## config.mk

```make
export PLATFORM = sky130hd
export DESIGN_NAME = mult_div_unit
export DESIGN_NICKNAME = d
export VERILOG_FILES = /design/src/rtl/mult_div_unit.sv
export SDC_FILE = /design/constraint.sdc
export NUM_CORES = 1
export LEC_CHECK = 0
export ABC_AREA = 1
export BUFFER_PORTS_ARGS = -buffer_cell sky130_fd_sc_hd__buf_2
export CELL_PAD_IN_SITES_DETAIL_PLACEMENT = 0
export CELL_PAD_IN_SITES_GLOBAL_PLACEMENT = 1
export CORE_ASPECT_RATIO = 0.75
export CORE_MARGIN = 10
export CORE_UTILIZATION = 38
export CTS_CLUSTER_DIAMETER = 200
export DETAILED_ROUTE_END_ITERATION = 10
export GPL_TIMING_DRIVEN = 0
export PLACE_DENSITY = 0.81
export SLEW_MARGIN = 20
export SYNTH_ARGS = -nofsm -noshare
export SYNTH_HDL_FRONTEND = slang
export SYNTH_SLANG_ARGS = --single-unit
```

## constraint.sdc

```tcl
create_clock -name clk_i -period 2.75 [get_ports clk_i]
set_clock_uncertainty 0.1 [all_clocks]
set_input_delay 0.275 -clock clk_i [delete_from_list [all_inputs] [get_ports clk_i]]
set_output_delay 0.275 -clock clk_i [all_outputs]
set_load 0.005 [all_outputs]
```

## src/rtl/mult_div_unit.sv

```systemverilog
// Iterative HI/LO multiply/divide unit: radix-2 shift-add multiply and restoring
// divide over WIDTH cycles, followed by one sign-fix cycle that writes HI/LO.
module mult_div_unit #(
    parameter int         WIDTH   = 32,
    parameter logic [4:0] OPMULT  = 5'd16,
    parameter logic [4:0] OPMULTU = 5'd17,
    parameter logic [4:0] OPDIV   = 5'd18,
    parameter logic [4:0] OPDIVU  = 5'd19,
    parameter logic [4:0] OPMTHI  = 5'd20,
    parameter logic [4:0] OPMTLO  = 5'd21,
    parameter logic [4:0] OPMFHI  = 5'd22,
    parameter logic [4:0] OPMFLO  = 5'd23
) (
    input  logic             clk_i,
    input  logic             rst_i,
    input  logic             valid_i,
    input  logic [4:0]       aluCtrl_i,
    input  logic [WIDTH-1:0] a_i,
    input  logic [WIDTH-1:0] b_i,
    output logic             busy_o,
    output logic             stall_o,
    output logic             done_o,
    output logic [WIDTH-1:0] result_o,
    output logic [WIDTH-1:0] hi_o,
    output logic [WIDTH-1:0] lo_o
);

    localparam logic [1:0] IDLE = 2'd0;
    localparam logic [1:0] MUL  = 2'd1;
    localparam logic [1:0] DIV  = 2'd2;
    localparam logic [1:0] FIX  = 2'd3;

    localparam int            CW   = $clog2(WIDTH);
    localparam logic [CW-1:0] LAST = CW'(WIDTH - 1);

    logic [1:0]         state_q,   state_d;
    logic [CW-1:0]      count_q,   count_d;
    logic [2*WIDTH-1:0] acc_q,     acc_d;
    logic [WIDTH-1:0]   opB_q,     opB_d;
    logic               signA_q,   signA_d;
    logic               signB_q,   signB_d;
    logic               isDivOp_q, isDivOp_d;
    logic               divZero_q, divZero_d;
    logic [WIDTH-1:0]   hi_q,      hi_d;
    logic [WIDTH-1:0]   lo_q,      lo_d;
    logic               done_q,    done_d;

    logic             isMul, isDiv, isSigned, isHiLo, accept;
    logic             negA, negB;
    logic [WIDTH-1:0] magA, magB;
    logic [WIDTH:0]   mulSum, divShift, divDiff;
    logic             divGe;
    logic [2*WIDTH-1:0] product;
    logic [WIDTH-1:0]   quotient, remainder;

    assign isMul    = (aluCtrl_i == OPMULT) || (aluCtrl_i == OPMULTU);
    assign isDiv    = (aluCtrl_i == OPDIV)  || (aluCtrl_i == OPDIVU);
    assign isSigned = (aluCtrl_i == OPMULT) || (aluCtrl_i == OPDIV);
    assign isHiLo   = isMul || isDiv || (aluCtrl_i == OPMTHI) || (aluCtrl_i == OPMTLO)
                   || (aluCtrl_i == OPMFHI) || (aluCtrl_i == OPMFLO);

    assign busy_o  = (state_q != IDLE);
    assign accept  = valid_i && !busy_o;
    assign stall_o = valid_i && isHiLo && busy_o;
    assign done_o  = done_q;
    assign hi_o    = hi_q;
    assign lo_o    = lo_q;

    always_comb begin
        if (aluCtrl_i == OPMFHI)      result_o = hi_q;
        else if (aluCtrl_i == OPMFLO) result_o = lo_q;
        else                          result_o = '0;
    end

    assign negA = isSigned && a_i[WIDTH-1];
    assign negB = isSigned && b_i[WIDTH-1];
    assign magA = negA ? -a_i : a_i;
    assign magB = negB ? -b_i : b_i;

    // The accumulator is shared: multiply keeps product-high/multiplier, divide keeps remainder/quotient.
    assign mulSum   = {1'b0, acc_q[2*WIDTH-1:WIDTH]} + (acc_q[0] ? {1'b0, opB_q} : '0);
    assign divShift = acc_q[2*WIDTH-1:WIDTH-1];
    assign divDiff  = divShift - {1'b0, opB_q};
    assign divGe    = (divShift >= {1'b0, opB_q});

    assign product   = (signA_q ^ signB_q) ? -acc_q : acc_q;
    assign quotient  = (signA_q ^ signB_q) ? -acc_q[WIDTH-1:0] : acc_q[WIDTH-1:0];
    assign remainder = signA_q ? -acc_q[2*WIDTH-1:WIDTH] : acc_q[2*WIDTH-1:WIDTH];

    always_comb begin
        state_d   = state_q;
        count_d   = count_q;
        acc_d     = acc_q;
        opB_d     = opB_q;
        signA_d   = signA_q;
        signB_d   = signB_q;
        isDivOp_d = isDivOp_q;
        divZero_d = divZero_q;
        hi_d      = hi_q;
        lo_d      = lo_q;
        done_d    = 1'b0;
        case (state_q)
            IDLE: begin
                if (accept) begin
                    if (isMul || isDiv) begin
                        acc_d     = {{WIDTH{1'b0}}, (isMul ? magB : magA)};
                        opB_d     = isMul ? magA : magB;
                        signA_d   = negA;
                        signB_d   = negB;
                        isDivOp_d = isDiv;
                        divZero_d = (b_i == '0);
                        count_d   = '0;
                        state_d   = isMul ? MUL : DIV;
                    end else if (aluCtrl_i == OPMTHI) begin
                        hi_d = a_i;
                    end else if (aluCtrl_i == OPMTLO) begin
                        lo_d = a_i;
                    end
                end
            end
            MUL: begin
                acc_d   = {mulSum, acc_q[WIDTH-1:1]};
                count_d = count_q + CW'(1);
                if (count_q == LAST) state_d = FIX;
            end
            DIV: begin
                acc_d   = {(divGe ? divDiff[WIDTH-1:0] : divShift[WIDTH-1:0]), acc_q[WIDTH-2:0], divGe};
                count_d = count_q + CW'(1);
                if (count_q == LAST) state_d = FIX;
            end
            FIX: begin
                // A zero divisor leaves the remainder equal to the dividend; only LO needs forcing.
                if (isDivOp_q) begin
                    hi_d = remainder;
                    lo_d = divZero_q ? {WIDTH{1'b1}} : quotient;
                end else begin
                    {hi_d, lo_d} = product;
                end
                done_d  = 1'b1;
                count_d = '0;
                state_d = IDLE;
            end
            default: state_d = IDLE;
        endcase
    end

    always_ff @(posedge clk_i) begin
        if (rst_i) begin
            state_q   <= IDLE;
            count_q   <= '0;
            acc_q     <= '0;
            opB_q     <= '0;
            signA_q   <= 1'b0;
            signB_q   <= 1'b0;
            isDivOp_q <= 1'b0;
            divZero_q <= 1'b0;
            hi_q      <= '0;
            lo_q      <= '0;
            done_q    <= 1'b0;
        end else begin
            state_q   <= state_d;
            count_q   <= count_d;
            acc_q     <= acc_d;
            opB_q     <= opB_d;
            signA_q   <= signA_d;
            signB_q   <= signB_d;
            isDivOp_q <= isDivOp_d;
            divZero_q <= divZero_d;
            hi_q      <= hi_d;
            lo_q      <= lo_d;
            done_q    <= done_d;
        end
    end

endmodule

```

==> key figures, run 1 <==
Power and ir drop
  • Max rail drop VDD: 0.567 mV
  • Leak: 10.9 nW
  • Sequential Power Share: 17.3%
  • Total power: 21.2 mW
  • Clk pwr share: 12.2%
  • Switch share: 57.8%
  • Combinational Power Share: 70.5%
  • Pwr/cell area: 960 nW/um2
  • Sw Pwr: 12.3 mW
  • Pint: 8.93 mW

STA
  • Fmax: 354 MHz
  • # setup viols final: 7
  • Worst slew margin: 27.4%
  • RSZ-0062 raised after global routing: true
  • Final period utilization: 103%
  • Tmin final: 2820 ps
  • Final WS setup: -74.1 ps
  • Final Hold Violating Endpoints: 0
  • Slew Limit Fails: 0
  • Setup TNS Final: -216 ps
  • Worst slew pin tran: 1090 ps

Clock tree
  • CTS Hold Bufs: 0
  • Sink Count: 172
  • Clock-pin slew on the worst setup and hold paths: 80 ps
  • Worst-Skew Late Latency: 480 ps
  • CTS H-tree lvls: 4
  • CTS Root Cell: clkbuf_16
  • CTS Buffer Depth: 2
  • CTS Buf Count: 17
  • CTS tree: built

Yosys
  • Yosys reg bits: 172
  • Yosys Warn Count: 0
  • Sequential area share after synthesis: 18.4%
  • Post-synth EDFFs: 0
  • Asr flop ratio synth: 0%
  • Cell Area, Synth: 18,700 um2
  • Avg Inst Size Synth: 5.63 um2
  • Post-synth cell types: 51
  • Syn Inst Count: 3,315
  • Top_reg_cell synth: dfxtp_1
  • Synth Net Count: 3,464

Route
  • Post-route ant nets: 0
  • Initial DRC count: 3,292
  • Via/cell ratio: 5.72
  • Wirelength per Cell: 22.7 um
  • DRC: 0
  • First-pass DRT Iterations: 8
  • WL final: 95,000 um
  • Via Count: 23,900

Worst setup path
  • CP arrival: 3120 ps
  • Crit-path max FO: 7
  • Kind of cell adding the most delay to the critical path: simple AND/OR/NAND/NOR gates
  • Crit path buf inv count: 5
  • R2R cell count: 20
  • CP cell instances: buf_6 -> clkbuf_16 -> nand2_4 -> inv_4 -> ha_4 -> inv_4 -> fa_2 -> inv_2 -> nand2_4 -> o21ai_4 -> nand2_2 -> nand2_4 -> nand3_4 -> nand2_4 -> nand2_2 -> nand3b_1 -> nand3_2 -> nand2_2 -> nand2_2 -> a21oi_2
  • CP max stage delay: 340 ps
  • Critical path's slowest cell: fa_2
  • WS Path Type: reg2reg
  • Critical Path RT: 3050 ps
  • Critical Path Sink Type: flop
  • WP depth: 20
  • Crit start category: flop

Global route
  • GR Util met1: 47.3%
  • Initial antenna violation count: 2
  • Gr usage total: 31.0%
  • GR Util met2: 41.0%
  • Met3 usage in global routing: 9.62%
  • First-pass GRT wire length: 136,000 um
  • GR peak layer: met1
  • Largest net degree at the start of global routing: 18
  • Vias in the first global route: 20,600
  • Grt total ovfl: 0

Cells and area
  • # diodes: 0
  • Share of cells above drive strength 1: 17.6%
  • Nets: 3,678
  • Area grow syn2layout: 18.2%

Die
  • Initial Util: 38.4%
  • Site Rows: 70
  • Die width: 276 um
  • Core Region: 48,700 um2
  • Die Y: 212 um
  • I/O pin total: 171
  • Die ar.: 58,500 um2

Min path
  • Hold depth: 3
  • Worst hold path type: in2reg

Status
  • Status: finished, violations left
  • Failing checks: setup timing

Placement
  • GPL Wtd Cong: 1.09
  • Port Buf Inserts: 169
  • DPL Wire Length: 79,400 um

Run
  • Max Cap Violations: 0
[cell type report]
| class | count | area (um2) |
|---|---|---|
| Buffer | 135 | 674 |
| Fill cell | 5488 | 26600 |
| Clock buffer | 17 | 425 |
| Timing Repair Buffer | 197 | 1070 |
| Multi-Input combinational cell | 2534 | 13600 |
| Sequential cell | 172 | 3530 |
| Tap cell | 648 | 811 |
| Clock inverter | 14 | 178 |
| Inverter | 472 | 1790 |
[stage by stage]
stage | hold WS (ps) | setup slack (ps) | area [um2] | util [%] | std cells
2_1_floorplan | 336 | 6.54 | 18700 | - | 3315
3_3_place_gp | 367 | -1230 | 20300 | 41.8 | 4132
5_1_grt | 39.3 | -181 | 22100 | 45.3 | 4189
6_report | 38.0 | -74.1 | 22100 | 45.3 | 4189
4_1_cts | 20.5 | -51.8 | 21400 | 43.9 | 4183
3_5_place_dp | 370 | -1230 | 20300 | 41.8 | 4132
[worst min-delay path: stages]
cell	delay, ps
buf_2	110
nand2_1	90
a31oi_1	90
[flip-flops by register name (all words and copies together), names as in the netlist]
signal and cells:
signB_q 1, divZero_q 1, lo_o 32, acc_q 64, isDivOp_q 1, state_q 2, signA_q 1, done_o 1
count_q 5, hi_o 32, opB_q 32
[layout by cell type, fill, tap and decap left out, drive strengths merged, types with 36 or more instances in the layout]
cell      n
buf     246
clkbuf  103
nand3   359
xor2     47
nor3     49
o211ai   47
inv     475
nand2   913
nand4    36
a21oi   267
ha       75
dfxtp   172
o21ai   262
a31oi    36
nor2    324
[synthesized netlist by cell type, types with 36 or more instances]
library cell  instances  area share [%]
nor3_1               45             1.2
inv_1               449             9.0
clkbuf_1             89             1.8
nor2_1              305             6.1
a31oi_1              36             1.2
o211ai_1             47             1.9
nand3_1             328             8.8
dfxtp_1             172              18
nand2_1             901              18
a21oi_1             234             6.3
ha_1                 75             5.0
xor2_1               47             2.2
o21ai_0             243             6.5
[power by group through the flow]
stage	logic [mW]	clock network (mW)	registers (mW)
2_1_floorplan	8.93	0	3.42
3_3_place_gp	13.4	0	3.65
3_5_place_dp	13.4	0	3.65
4_1_cts	13.6	2.57	3.61
5_1_grt	15.9	2.67	3.71
6_report	14.9	2.58	3.67
[per-layer routing]
layer / vias to the layer above / wire, um
met4: 2 / 1980
met5: - / 9
met2: 1423 / 36300
met3: 119 / 13700
met1: 11100 / 43000
li1: 11300 / -
[final timing paths]
| kind | slack (ps) | from | end |
|---|---|---|---|
| setup reg to reg | -70 | acc_q[0]$_SDFFE_PP0P_ | acc_q[53]$_SDFFE_PP0P_ |
| hold / removal | 40 | b_i[0] | opB_q[0]$_SDFFE_PP0P_ |
| hold reg to reg | 380 | count_q[4]$_SDFFE_PP0P_ | count_q[4]$_SDFFE_PP0P_ |
| setup / recovery | -70 | acc_q[0]$_SDFFE_PP0P_ | acc_q[53]$_SDFFE_PP0P_ |
[logic make-up (layout without fill, tap and decap cells)]
logic type | count (synthesis) | after routing | share of synthesized area, %
compound gates | 678 | 678 | 20.5
buf+inv | 609 | 835 | 12.9
fa+ha+maj | 77 | 77 | 5.24
xor+xnor | 62 | 62 | 2.91
simple gates | 1717 | 1717 | 40.0
flops | 172 | 172 | 18.4
[timing repair]
action,4_1_cts,5_1_grt
pin swaps,12,26
gates resized for setup,104,192
buffers inserted,22,7
setup endpoints to repair,36,82
Power figures use the tool's default switching activity.
==> inputs of run 2 (changes only) <==
- PLACE_DENSITY: 0.81 -> 0.78
==> run 2 against run 1 <==
  * The flow still finishes with violations (setup timing)
  * Highest routed layer unchanged
  * Largest cell class unchanged
  * Sequential share of layout area shrank 0.077 points
  * Hold slack better by 36 ps
  * Critical endpoint is now acc_q[59]$_SDFFE_PP0P_
  * Wire length increased by 1.7%
  * Combinational power is 7% higher
==> key figures, run 2 (synthesized netlist as in run 1, its figures left out) <==
Power and ir drop
  • Switch share: 57.3% (-0.51 points)
  • Pint: 9.43 mW (+5.6%)
  • Leak: 11.0 nW (+1.1%)
  • Pwr/cell area: 981 nW/um2 (+2.3%)
  • Sw Pwr: 12.7 mW (+3.4%)
  • Max rail drop VDD: 0.827 mV (+46%)
  • Combinational Power Share: 71.7% (+1.2 points)
  • Sequential Power Share: 16.5% (-0.8 points)
  • Clk pwr share: 11.7% (-0.5 points)

Worst setup path
  • Crit-path max FO: 7 (unchanged)
  • Critical Path RT: 3040 ps (about the same)
  • WS Path Type: reg2reg
  • Critical Path Sink Type: flop
  • CP arrival: 3100 ps (-20 ps)
  • Crit start category: flop

Clock tree
  • CTS Root Cell: clkbuf_16
  • CTS Buf Count: 17 (unchanged)
  • CTS tree: built
  • CTS Buffer Depth: 2 (unchanged)
  • CTS H-tree lvls: 4 (unchanged)
  • Worst-Skew Late Latency: 470 ps (about the same)
  • Sink Count: 172 (unchanged)
  • Clock-pin slew on the worst setup and hold paths: 80 ps (about the same)

Route
  • Post-route ant nets: 0 (unchanged)
  • Wirelength per Cell: 23.0 um (+1.6%)
  • Initial DRC count: 3,229 (-1.9%)
  • WL final: 96,600 um (+1.7%)
  • Top Metal Used: met5
  • DRC: 0 (unchanged)
  • Via/cell ratio: 5.66 (-0.98%)
  • M1 WL: 43,300 um (+0.66%)
  • WL met2: 36,200 um (-0.26%)
  • First-pass DRT Iterations: 6 (-2)
  • Via Count: 23,700 (-0.86%)
  • Metal3 WL: 14,700 um (+7.1%)

Die
  • Die Y: 212 um (unchanged)
  • Initial Util: 38.4% (unchanged)
  • Site Rows: 70 (unchanged)
  • I/O pin total: 171 (unchanged)
  • Die ar.: 58,500 um2 (unchanged)
  • Core Region: 48,700 um2 (unchanged)
  • Die width: 276 um (unchanged)

STA
  • WHS: 74.4 ps (+36.4 ps)
  • Tmin final: 2800 ps (-21.2 ps)
  • # setup viols final: 1 (-6)
  • Slew Limit Fails: 0 (unchanged)
  • Setup TNS Final: -52.8 ps (+164 ps)
  • Final period utilization: 102% (-0.77 points)
  • Worst slew pin tran: 1140 ps (+54.5 ps)
  • Fmax: 357 MHz (+0.76%)
  • Worst slew margin: 23.8% (-3.6 points)
  • RSZ-0062 raised after global routing: true
  • Final WS setup: -52.8 ps (+21.2 ps)
  • Final Hold Violating Endpoints: 0 (unchanged)

Global route
  • Grt total ovfl: 0 (unchanged)
  • Largest net degree at the start of global routing: 18 (unchanged)
  • First-pass GRT wire length: 137,000 um (+0.57%)
  • Initial antenna violation count: 2 (unchanged)
  • Gr usage total: 31.5% (+0.46 points)
  • Vias in the first global route: 20,800 (+1.3%)

Placement
  • Port Buf Inserts: 169 (unchanged)
  • Pre-CTS WS: -1020 ps (+208 ps)
  • GPL Wtd Cong: 1.07 (-2.5%)
  • DPL Wire Length: 80,900 um (+1.9%)

Cells and area
  • Share of cells above drive strength 1: 19.0% (+1.4 points)
  • Area grow syn2layout: 20.6%
  • FILL cells: 5,447 (-0.75%)
  • Max reg flops: 64 (unchanged)
  • # diodes: 0 (unchanged)
  • Nets: 3,683 (+0.14%)
  • Top reg by flops: acc_q
  • Commonest non-fill, non-tap cell in the layout: nand2_1
  • Most frequent cells in the layout: 845 x nand2_1, 441 x inv_1, 313 x nand3_1
  • Fin util: 46.3% (+0.91 points)

Status
  • Failing checks: setup timing
  • Status: finished, violations left

Run
  • Max Cap Violations: 0 (unchanged)

Min path
  • Worst hold path type: in2reg
==> run 2: cell count changes in the layout (fill, tap and decap cells not counted), moves of 8 or more <==
| cell | delta |
|---|---|
| ha_4 | +13 |
| dfxtp_1 | -9 |
| dfxtp_2 | -8 |
| ha_1 | -13 |
| nor2_1 | -8 |
| nand2_2 | +8 |
| dfxtp_4 | +17 |
| nand2_1 | -12 |
==> run 2: critical path: stages, from the launching register on <==
cell       delay, ps
dfxtp_2          320
buf_6            130
clkbuf_16        160
buf_4            140
nand2_1          140
inv_1             60
ha_1             330
a21oi_1          190
o21ai_1          170
a21o_1           190
nor2_1           240
nand2_1           80
nand2_1           70
nand3_1           90
nand2_1          130
nand2_2           60
a21oi_2          120
==> run 2: layout make-up <==
type                       count  area (um2)  area share [%]
buffer                       136         683            3.03
clock buffer                  17         425            1.89
clock inverter                14         186           0.828
inverter                     472        1790            7.93
multi-input combinational   2534       13900            61.6
sequential                   172        3580            15.9
tap                          648         811            3.60
timing repair buffer         201        1170            5.20
==> run 2: per-stage QoR <==
stage | cells | cell area, um2 | total power, mW
CTS | 4176 | 21400 | 20.1
finish | 4194 | 22500 | 22.1
detailed placement | 4132 | 20300 | 17.2
global route | 4194 | 22500 | 23.3
floorplan | 3315 | 18700 | 12.3
global placement | 4132 | 20300 | 17.3
==> run 2: power groups by stage <==
stage,Clock [mW],Sequential [mW],Combinational (mW)
after floorplan,0,3.42,8.93
after global placement,0,3.64,13.6
after detailed placement,0,3.65,13.6
after CTS,2.58,3.61,13.9
after global routing,2.68,3.70,17.0
final,2.59,3.65,15.9
==> run 2: routing by layer <==
metal | GRT usage, % | vias to the layer above
met4 | 8.18 | 4
met2 | 40.9 | 1403
met3 | 11.7 | 137
li1 | - | 11300
met1 | 46.7 | 10900
met5 | 0 | -
==> run 2: repair_timing <==
| item | in CTS | in global routing |
|---|---|---|
| hold buffers | 1 | 0 |
| setup endpoints to repair | 55 | 76 |
| gates cloned | 0 | 3 |
| pin swaps | 14 | 38 |
| resized for setup | 111 | 275 |
| setup buffers | 12 | 16 |
| endpoints found under the hold margin | 1 | 0 |
==> run 2: final timing paths <==
path	startpoint	end	slack [ps]	depth (start not counted)
worst max register to register	acc_q[0]$_SDFFE_PP0P_	acc_q[59]$_SDFFE_PP0P_	-50	16
worst max-delay path	acc_q[0]$_SDFFE_PP0P_	acc_q[59]$_SDFFE_PP0P_	-50	16
worst min-delay path	a_i[2]	lo_o[2]$_SDFFE_PP0P_	70	3
worst min register to register	count_q[1]$_SDFFE_PP0P_	count_q[1]$_SDFFE_PP0P_	390	2
